### src/rtl/craft_decrypt.sv
// -----------------------------------------------------------------------------
// craft_decrypt
//
// Iterative CRAFT decryption core: 64-bit block, 64-bit tweak, 128-bit key.
// One inverse round step is performed per clock edge, so a full-round build
// returns the plaintext ROUNDS edges after the start is accepted.
//
// Ports:
//   clk         system clock, rising edge
//   rst         synchronous reset, active-high, priority over everything
//   start       job request, only looked at while busy=0
//   ciphertext  block to decrypt (nibble 0 = bits [63:60])
//   tweak       tweak T
//   key         K0 = key[127:64], K1 = key[63:0]
//   busy        high while rounds are in progress
//   done        one-cycle pulse, plaintext valid
//   plaintext   result, held until the next completion or reset
//
// Parameter:
//   ROUNDS      number of rounds to invert, 2..32 (32 = full CRAFT)
//
// Optional feature macro: CRAFT_DEC_KEY_LATCH_EN
//   Defined   : the four tweakeys are captured into a 256-bit register when a
//               job is accepted, so key/tweak may change while busy.
//   Undefined : tweakeys come combinationally from the live key/tweak inputs,
//               which must then be held stable while busy.
// -----------------------------------------------------------------------------
module craft_decrypt #(
   parameter int ROUNDS = 32
) (
   input  logic         clk,
   input  logic         rst,
   input  logic         start,
   input  logic [63:0]  ciphertext,
   input  logic [63:0]  tweak,
   input  logic [127:0] key,
   output logic         busy,
   output logic         done,
   output logic [63:0]  plaintext
);

   typedef enum logic {
      IDLE,
      RUN
   } state_t;

   // Nibble i of each table holds entry i (nibble 0 in the top four bits).
   localparam logic [63:0] P_TABLE = 64'hFCDEA98B65471230;
   localparam logic [63:0] Q_TABLE = 64'hCAF5E892B374601D;
   localparam logic [63:0] S_TABLE = 64'hCAD3EBF789150246;
   localparam logic [5:0]  LAST_STEP = 6'(ROUNDS - 1);

   state_t        state;
   logic [63:0]   x;
   logic [5:0]    counter;

   logic [63:0]   q_tweak;
   logic [255:0]  tk_live;
   logic [255:0]  tk_use;
   logic [5:0]    round_idx;
   logic [3:0]    rc_idx;
   logic [7:0]    rc_byte;
   logic [63:0]   tk_sel;
   logic [63:0]   round_const;
   logic [63:0]   step_in;
   logic [63:0]   step_out;

   // out[i] = in[tbl[i]] on nibbles
   function automatic logic [63:0] nib_perm(input logic [63:0] v, input logic [63:0] tbl);
      logic [63:0] r;
      int          src;
      r = '0;
      for (int i = 0; i < 16; i++) begin
         src = int'(tbl[63-4*i -: 4]);
         r[63-4*i -: 4] = v[63-4*src -: 4];
      end
      return r;
   endfunction

   function automatic logic [63:0] sub_nibbles(input logic [63:0] v);
      logic [63:0] r;
      int          idx;
      r = '0;
      for (int i = 0; i < 16; i++) begin
         idx = int'(v[63-4*i -: 4]);
         r[63-4*i -: 4] = S_TABLE[63-4*idx -: 4];
      end
      return r;
   endfunction

   // Rows are 16-bit slices; MC is its own inverse, so it serves decryption
   function automatic logic [63:0] mix_columns(input logic [63:0] v);
      return {v[63:48] ^ v[31:16] ^ v[15:0],
              v[47:32] ^ v[15:0],
              v[31:16],
              v[15:0]};
   endfunction

   // The low digit of every constant is at most 7, so its 4-bit value equals
   // the 3-bit b_r zero-extended.
   function automatic logic [7:0] rc_lookup(input logic [3:0] idx);
      logic [7:0] r;
      case (idx)
         4'd0:    r = 8'h11;
         4'd1:    r = 8'h84;
         4'd2:    r = 8'h42;
         4'd3:    r = 8'h25;
         4'd4:    r = 8'h96;
         4'd5:    r = 8'hC7;
         4'd6:    r = 8'h63;
         4'd7:    r = 8'hB1;
         4'd8:    r = 8'h54;
         4'd9:    r = 8'hA2;
         4'd10:   r = 8'hD5;
         4'd11:   r = 8'hE6;
         4'd12:   r = 8'hF7;
         4'd13:   r = 8'h73;
         4'd14:   r = 8'h31;
         default: r = 8'h00;
      endcase
      return r;
   endfunction

   // Live tweakeys TK0..TK3, packed with TK0 in the top 64 bits.
   always_comb begin
      q_tweak = nib_perm(tweak, Q_TABLE);
      tk_live = {key[127:64] ^ tweak, key[63:0] ^ tweak,
                 key[127:64] ^ q_tweak, key[63:0] ^ q_tweak};
   end

`ifdef CRAFT_DEC_KEY_LATCH_EN
   logic [255:0] tk_reg;

   // Capture the tweakeys together with the ciphertext so later input
   // changes cannot disturb a running job.
   always_ff @(posedge clk) begin
      if (rst) begin
         tk_reg <= '0;
      end else if (state == IDLE && start) begin
         tk_reg <= tk_live;
      end
   end

   assign tk_use = tk_reg;
`else
   assign tk_use = tk_live;
`endif

   // One inverse round. Steps run the encryption rounds backwards, so the
   // round index counts down from ROUNDS-1. Step 0 undoes the final
   // encryption round, which has no PN/SB layer.
   always_comb begin
      round_idx = LAST_STEP - counter;
      rc_idx    = 4'(round_idx % 6'd15);
      rc_byte   = rc_lookup(rc_idx);
      case (round_idx[1:0])
         2'd0:    tk_sel = tk_use[255:192];
         2'd1:    tk_sel = tk_use[191:128];
         2'd2:    tk_sel = tk_use[127:64];
         default: tk_sel = tk_use[63:0];
      endcase
      round_const = tk_sel ^ {16'h0000, rc_byte[7:4], rc_byte[3:0], 40'h0};
      step_in     = (counter == 6'd0) ? x : nib_perm(sub_nibbles(x), P_TABLE);
      step_out    = mix_columns(step_in ^ round_const);
   end

   // IDLE/RUN control. A job accepted at edge t completes at edge t+ROUNDS;
   // the FSM is back in IDLE while done is high, so a start in that cycle is
   // taken on the very next edge.
   always_ff @(posedge clk) begin
      if (rst) begin
         state     <= IDLE;
         x         <= '0;
         counter   <= '0;
         busy      <= 1'b0;
         done      <= 1'b0;
         plaintext <= '0;
      end else begin
         done <= 1'b0;
         case (state)
            IDLE: begin
               if (start) begin
                  x       <= ciphertext;
                  counter <= '0;
                  busy    <= 1'b1;
                  state   <= RUN;
               end
            end
            RUN: begin
               if (counter == LAST_STEP) begin
                  plaintext <= step_out;
                  done      <= 1'b1;
                  busy      <= 1'b0;
                  state     <= IDLE;
               end else begin
                  x       <= step_out;
                  counter <= counter + 6'd1;
               end
            end
            default: state <= IDLE;
         endcase
      end
   end

endmodule

### config.mk
export PLATFORM = sky130hd
export DESIGN_NAME = craft_decrypt
export DESIGN_NICKNAME = d
export VERILOG_FILES = /design/src/rtl/craft_decrypt.sv
export SDC_FILE = /design/constraint.sdc
export NUM_CORES = 1
export LEC_CHECK = 0
export ABC_CLOCK_PERIOD_IN_PS = 4100
export BUFFER_PORTS_ARGS = -buffer_cell sky130_fd_sc_hd__buf_2
export CAP_MARGIN = 20
export CORE_MARGIN = 2
export CORE_UTILIZATION = 35
export CTS_BUF_LIST = sky130_fd_sc_hd__clkbuf_8
export CTS_CLUSTER_SIZE = 14
export DETAILED_ROUTE_END_ITERATION = 10
export RECOVER_POWER = 50
export SETUP_SLACK_MARGIN = 0.02
export SLEW_MARGIN = 0
export SYNTH_ARGS = -nofsm -noshare
export SYNTH_HDL_FRONTEND = slang
export SYNTH_SLANG_ARGS = --single-unit
### constraint.sdc
create_clock -name clk -period 4.1 [get_ports clk]
set_clock_uncertainty 0.1 [all_clocks]
set_input_delay 0.82 -clock clk [delete_from_list [all_inputs] [get_ports clk]]
set_output_delay 0.82 -clock clk [all_outputs]
set_load 0.02 [all_outputs]
# [After elaboration in Yosys (flattened, before gate mapping)]
# Memory sizes are Yosys's and may differ from the RTL's.
# Index checks and enable logic that the tools add are counted.
[totals] register_bits=137 latch_bits=0 ram_bits=0 rom_bits=112 in_bits=259 output_inout_bits=66 n_memories=1
[mem_list] memory="(no name shown)" words=16 width=7 read_ports=1 rd_clocked_by_memory_dff=0 write_ports=0 line="103" source="case (idx)"
[classes] n_addsub=18 n_mul=0 div_mod_pow=1 n_lt_le_gt_ge=0 n_eq_ne=6 n_shift=16 n_mux=15 bitwise=10 reduce_logical=6
[op_table] cell="$shiftx 67x7->4 const A" count=16
[op_table] cell="$xor 64x64->64" count=5
[op_table] cell="$mux 64" count=3
[op_table] cell="$pmux 64 s3" count=1
[op_table] cell="$pmux 64 s2" count=1
[op_table] cell="$sub 6x6->7 const A" count=16
[op_table] cell="$xor 64x48->64" count=1
[op_table] cell="$xor 16x16->16" count=3
[op_table] cell="$mux 6" count=2
[op_table] cell="$pmux 6 s2" count=1
[op_table] cell="$add 6x1->6 const B" count=1
[op_table] cell="$eq 6x5->1 const B" count=1
[op_table] cell="$logic_not 6->1" count=1
[op_table] cell="$mod 6x4->6 const B" count=1
[op_table] cell="$reduce_and 2->1" count=3
[op_table] cell="$sub 5x6->6 const A" count=1
[op_table] cell="$mux 1" count=5
[op_table] cell="$ne 2x2->1 const B" count=2
[op_table] cell="$pmux 1 s2" count=2
[op_table] cell="$eq 2x1->1 const B" count=1
[op_table] cell="$eq 2x2->1 const B" count=1
[op_table] cell="$logic_not 2->1" count=1
[op_table] cell="$ne 2x1->1 const B" count=1
[op_table] cell="$reduce_or 2->1" count=1
[op_table] cell="$not 1->1" count=1

# [Longest topological paths before layout]
[logic_depth] word_depth=9 ltp_mapped=19 mapped_depth_nobuf=18

# [Least setup slack after synthesis]
# No wires, ideal clock.
[synth_timing] kind="reg2reg" startpoint="register counter[5]" endpoint="register x[47]" arrival_ns=3.739 t_required_ns=3.914 path_slack_ns=0.175 path_stages_with_launch=19 path_buffers=1 path_cell_list="dfxtp_1 > clkbuf_8 > a21oi_1 > ha_1 > o21ai_1 > nand2_1 > xnor2_1 > ha_1 > and4_1 > a211oi_4 > xnor2_1 > clkinv_2 > ha_1 > nand2_1 > o21ai_0 > o221ai_2 > mux2i_1 > xnor2_1 > a221oi_2"
[synth_via] elab_chain_len=8 word_cells_on_any_way=13 classes_between="1 x add/sub; 1 x div; 2 x eq/ne; 3 x mux; 3 x bitwise; 2 x reduce/logical; 1 x memory"
[synth_rtl] element="start, declared" line="55" source="logic [5:0] counter;"
[synth_rtl] element="start signal, assigned" line="197" source="counter <= counter + 6'd1;"
[synth_rtl] element="$sub 5x6->6" line="153" source="round_idx = LAST_STEP - counter;"
[synth_rtl] element="$mod 6x4->6" line="154" source="rc_idx = 4'(round_idx % 6'd15);"
[synth_rtl] element="$mem_v2 16x7"
[synth_rtl] element="$xor 64x48->64" line="162" source="round_const = tk_sel ^ {16'h0000, rc_byte[7:4], rc_byte[3:0], 40'h0};"
[synth_rtl] element="$xor 64x64->64" line="164" source="step_out = mix_columns(step_in ^ round_const);"
[synth_rtl] element="$xor 16x16->16" line="94" source="v[47:32] ^ v[15:0],"
[synth_rtl] element="$mux 64" line="190" source="if (counter == LAST_STEP) begin"
[synth_rtl] element="$pmux 64 s2" line="180" source="case (state)"
[synth_rtl] element="end signal, assigned" line="183" source="x <= ciphertext;"
[synth_rtl] element="end signal, assigned" line="196" source="x <= step_out;"
[synth_rtl] element="end, declared" line="54" source="logic [63:0] x;"
# Parallel ways exist; a longest one is shown, timed or not. The select of a mux whose other input is x is not followed.
# A chain may end at the register's enable or synchronous reset.

# [Final worst setup path]
[layout_timing] startpoint="register counter[1]" endpoint="register x[63]"
[layout_via] elab_chain_len=9 word_cells_on_any_way=16 classes_between="1 x add/sub; 4 x eq/ne; 4 x mux; 4 x bitwise; 3 x reduce/logical"
[layout_rtl] element="$sub 5x6->6" line="153"
[layout_rtl] element="$eq 2x2->1 (tied with other cells)" line="156" source="case (round_idx[1:0])"
[layout_rtl] element="$pmux 64 s3" line="156"
[layout_rtl] element="$xor 64x48->64" line="162"
[layout_rtl] element="$xor 64x64->64" line="164"
[layout_rtl] element="$xor 16x16->16 (2 in a row)" line="93" source="return {v[63:48] ^ v[31:16] ^ v[15:0],"
[layout_rtl] element="$mux 64" line="190"
[layout_rtl] element="$pmux 64 s2" line="180"
# Parallel ways exist; a longest one is shown, timed or not. The select of a mux whose other input is x is not followed.

==> results.json <==
{
  "final-seq-area_um2": 2740,
  "worstSetupStartpoint": "counter[1]$_SDFFE_PP0P_",
  "clock_path_buffers": 2,
  "syn_avg_cell_area_um2": 7.52,
  "ys_top_cells_by_count": "sky130_fd_sc_hd__xnor2_1 (273), sky130_fd_sc_hd__nor2_1 (223), sky130_fd_sc_hd__a21oi_1 (177)",
  "first_global_vias": 12126,
  "multi_input_comb_area_um2": 9010,
  "final_layout_size_suffix_gt1_share_pct": 19.5,
  "tritoncts": "yes",
  "layout_worst_path_cycle_share_pct": 93.2,
  "cts.htree.levels": 4,
  "sequentialPowerShare_pct": 30.4,
  "wl_um": 49700,
  "clock_tree.root_cell": "sky130_fd_sc_hd__clkbuf_8",
  "switching_share_of_total_power_pct": 44.5,
  "setup_slack_reg_to_reg_ps": 280,
  "endpoints_failing_setup": 0,
  "post_synth_main_area_contributors": "sky130_fd_sc_hd__dfxtp_1 (22%), sky130_fd_sc_hd__xnor2_1 (19%), sky130_fd_sc_hd__a21oi_1 (7.1%)",
  "post-route-util_pct": 42.0,
  "share_comb_of_total_power_pct": 50.5,
  "net_switching_power_mw": 2.37,
  "cells_along_the_critical_path": "clkbuf_1, ha_1, inv_1, buf_4, nor2_1, a211oi_1, a21oi_1, xnor2_1, clkbuf_1, xnor2_1, xnor2_1, a211o_1, a21oi_1",
  "ios": 325,
  "synth_enable_flop_cells": 0,
  "ant_nets": 0,
  "detailedRoute.firstPassIterationCount": 5,
  "cp-end-kind": "register",
  "internal_power_mw": 2.95,
  "number_of_filler_instances_in_the_final_layout": 3792,
  "synth_async_sr_flop_share_pct": 0,
  "clock_sinks": 137,
  "layout-area-overhead-vs-synth_pct": 19.3,
  "maximum_number_of_pins_on_one_net_before_global_route_repair": 83,
  "dieHeight_um": 192,
  "die-width_um": 192,
  "power_leakage_nw": 5.32,
  "start_util_pct": 35.2,
  "timing.slew.headroom_pct": -0.764,
  "cts_buffers": 17,
  "worstReg2RegStart": "counter[1]$_SDFFE_PP0P_",
  "netlist_instances": 1654,
  "floorplan.core_area_um2": 35300,
  "critPathSlowestCell": "sky130_fd_sc_hd__ha_1",
  "maxClockFrequency_ghz": 0.262,
  "fin_crit_ps": 3820,
  "rr_worst_depth": 13,
  "place.gp.congestion": 0.965,
  "worst_hold_path.endpoint": "plaintext[20]$_SDFFE_PP0P_",
  "worst_hold_startpoint": "plaintext[20]$_SDFFE_PP0P_",
  "synthesis.nets": 1928,
  "worst-endpoint-arrival_ps": 4110,
  "post_drt_wl_per_cell_um": 20.6,
  "timing.critical_path.slowest_cell_delay_ps": 560,
  "synth_area_um2": 12400,
  "outcome": "finished, violations left",
  "route.detailed.drc": 0,
  "i_o_buffers": 324,
  "path_clk_slew_ps": 80,
  "worst-slew-pin-transition_ps": 1510,
  "yosysMostFrequentCell": "sky130_fd_sc_hd__xnor2_1",
  "post_drt_via_cell_ratio": 5.41,
  "violations_in_the_final_reports": "capacitance limit, slew limit",
  "hold_viol": 0,
  "critical_path_peak_fanout": 36,
  "grt_use_total_pct": 26.4,
  "hold_path_stages": 2,
  "die_area_um2": 37000,
  "synth_largest_area_cell": "sky130_fd_sc_hd__dfxtp_1",
  "overflow": 0,
  "antenna_found_initial": 9,
  "drt-initial-drc-count": 970,
  "fin_nets": 2202,
  "worst_r2r_endpoint": "x[63]$_SDFFE_PP0P_",
  "post_cts_resized": 0,
  "timing.setup.tns_ps": 0,
  "ys_warn_count": 0,
  "cts_hold_buf": 0,
  "synth_top_cell_area_share_pct": 22.1,
  "vdd_ir_drop_max_mv": 0.187,
  "cpMostUsedCell": "sky130_fd_sc_hd__xnor2_1",
  "hpwl_um": 39700,
  "ys_dominant_reg_cell": "sky130_fd_sc_hd__dfxtp_1",
  "clock_insertion_delay_worst_skew_ps": 460,
  "count_of_unique_library_cells_instantiated_by_yosys": 76,
  "ys_seq_elements": 137,
  "clock_power_share_pct": 19.1,
  "element_type_at_the_critical_path_start": "register",
  "min_path_type": "reg -> reg",
  "cp.required_ps": 4390,
  "grt_first_pass_wirelength_um": 72700,
  "critPathKind": "reg -> reg",
  "timing.final.max_slew_violations": 26,
  "power_per_standard_cell_area_nw_per_um2": 359,
  "stdcell_count": 2408,
  "max_cap_violations": 1,
  "via_count": 13038,
  "cell_total_after_placement": 2369,
  "floorplan.rows": 69,
  "yosysSeqAreaShare_pct": 22.1,
  "rsz0062_at_grt": "no"
}
cells by family after synthesis:
kind of cell | count (synthesis) | synth area share, %
AO/OA/AOI/OAI | 476 | 25.4
XOR/XNOR | 317 | 22.3
adder cells (fa/ha/maj) | 24 | 2.23
buffers and inverters | 166 | 5.93
flip-flops | 137 | 22.1
multiplexers | 87 | 7.08
AND/OR/NAND/NOR | 447 | 14.9
area by class of cell:
class	count	share of cell area [%]
diodes	6	0.101
clock buffers	17	1.58
clock inverters	15	0.709
inverters	39	0.996
multi-input cells	1351	60.8
flip-flops and latches	137	18.5
well taps	461	3.89
repair buffers	382	13.4
stage by stage:
step	area, µm²	hold WS [ps]	power (mW)	setup slack, ps
global placement	14600	348	4.28	360
global route	14800	376	5.61	32.3
finish	14800	359	5.32	279
CTS	14900	359	5.33	245
detailed placement	14600	347	4.31	260
floorplan	12400	365	3.32	175
how the worst max path moves through the flow:
stage	end	slack, ps	cells after the start
2_1_floorplan	x[47]$_SDFFE_PP0P_	180	18
3_3_place_gp	x[47]$_SDFFE_PP0P_	360	17
3_5_place_dp	x[47]$_SDFFE_PP0P_	260	17
4_1_cts	x[47]$_SDFFE_PP0P_	240	17
5_1_grt	plaintext[47]$_SDFFE_PP0P_	30	17
6_report	x[63]$_SDFFE_PP0P_	280	13
cells in the final DEF (no fill, tap or decap), types with 44 or more instances in the layout:
| cell | instances |
|---|---|
| sky130_fd_sc_hd__nand2_1 | 158 |
| sky130_fd_sc_hd__buf_2 | 257 |
| sky130_fd_sc_hd__mux2i_1 | 82 |
| sky130_fd_sc_hd__a211oi_1 | 108 |
| sky130_fd_sc_hd__nor2_1 | 223 |
| sky130_fd_sc_hd__buf_4 | 46 |
| sky130_fd_sc_hd__dfxtp_1 | 137 |
| sky130_fd_sc_hd__clkbuf_1 | 75 |
| sky130_fd_sc_hd__a21oi_1 | 177 |
| sky130_fd_sc_hd__xnor2_1 | 273 |
| sky130_fd_sc_hd__xor2_1 | 44 |
| sky130_fd_sc_hd__o21ai_0 | 73 |
sequential cells by signal (all words and copies together) (netlist names):
register and count:
done 1, busy 1, counter 6, state 1
x 64, plaintext 64
metal layers:
metal / vias up / share of wire (%) / GRT usage (%)
met5: - / 0.042 / 0
met2: 531 / 47 / 44.4
li1: 6329 / - / -
met4: 4 / 3.8 / 11.2
met3: 67 / 8.0 / 5.22
met1: 6107 / 41 / 32.7
repair_timing:
item	in CTS	in global routing
endpoints found under the setup margin	0	2
buffers inserted	0	1
hold endpoints to repair	0	0
critical path: cells and delay by family, from the launching register on:
kind | cells | cell delay [ps]
AO/OA/AOI/OAI | 4 | 820
AND/OR/NAND/NOR | 1 | 140
buffers and inverters | 4 | 1200
XOR/XNOR | 3 | 470
adder cells (fa/ha/maj) | 1 | 560
flip-flops | 1 | 440
power by group through the flow:
stage	Combinational (mW)	Sequential, mW	Clock (mW)
2_1_floorplan	1.79	1.53	0
3_3_place_gp	2.65	1.63	0
3_5_place_dp	2.68	1.63	0
4_1_cts	2.69	1.61	1.04
5_1_grt	2.89	1.63	1.09
6_report	2.68	1.62	1.02
(Power assumes the default switching activity.)
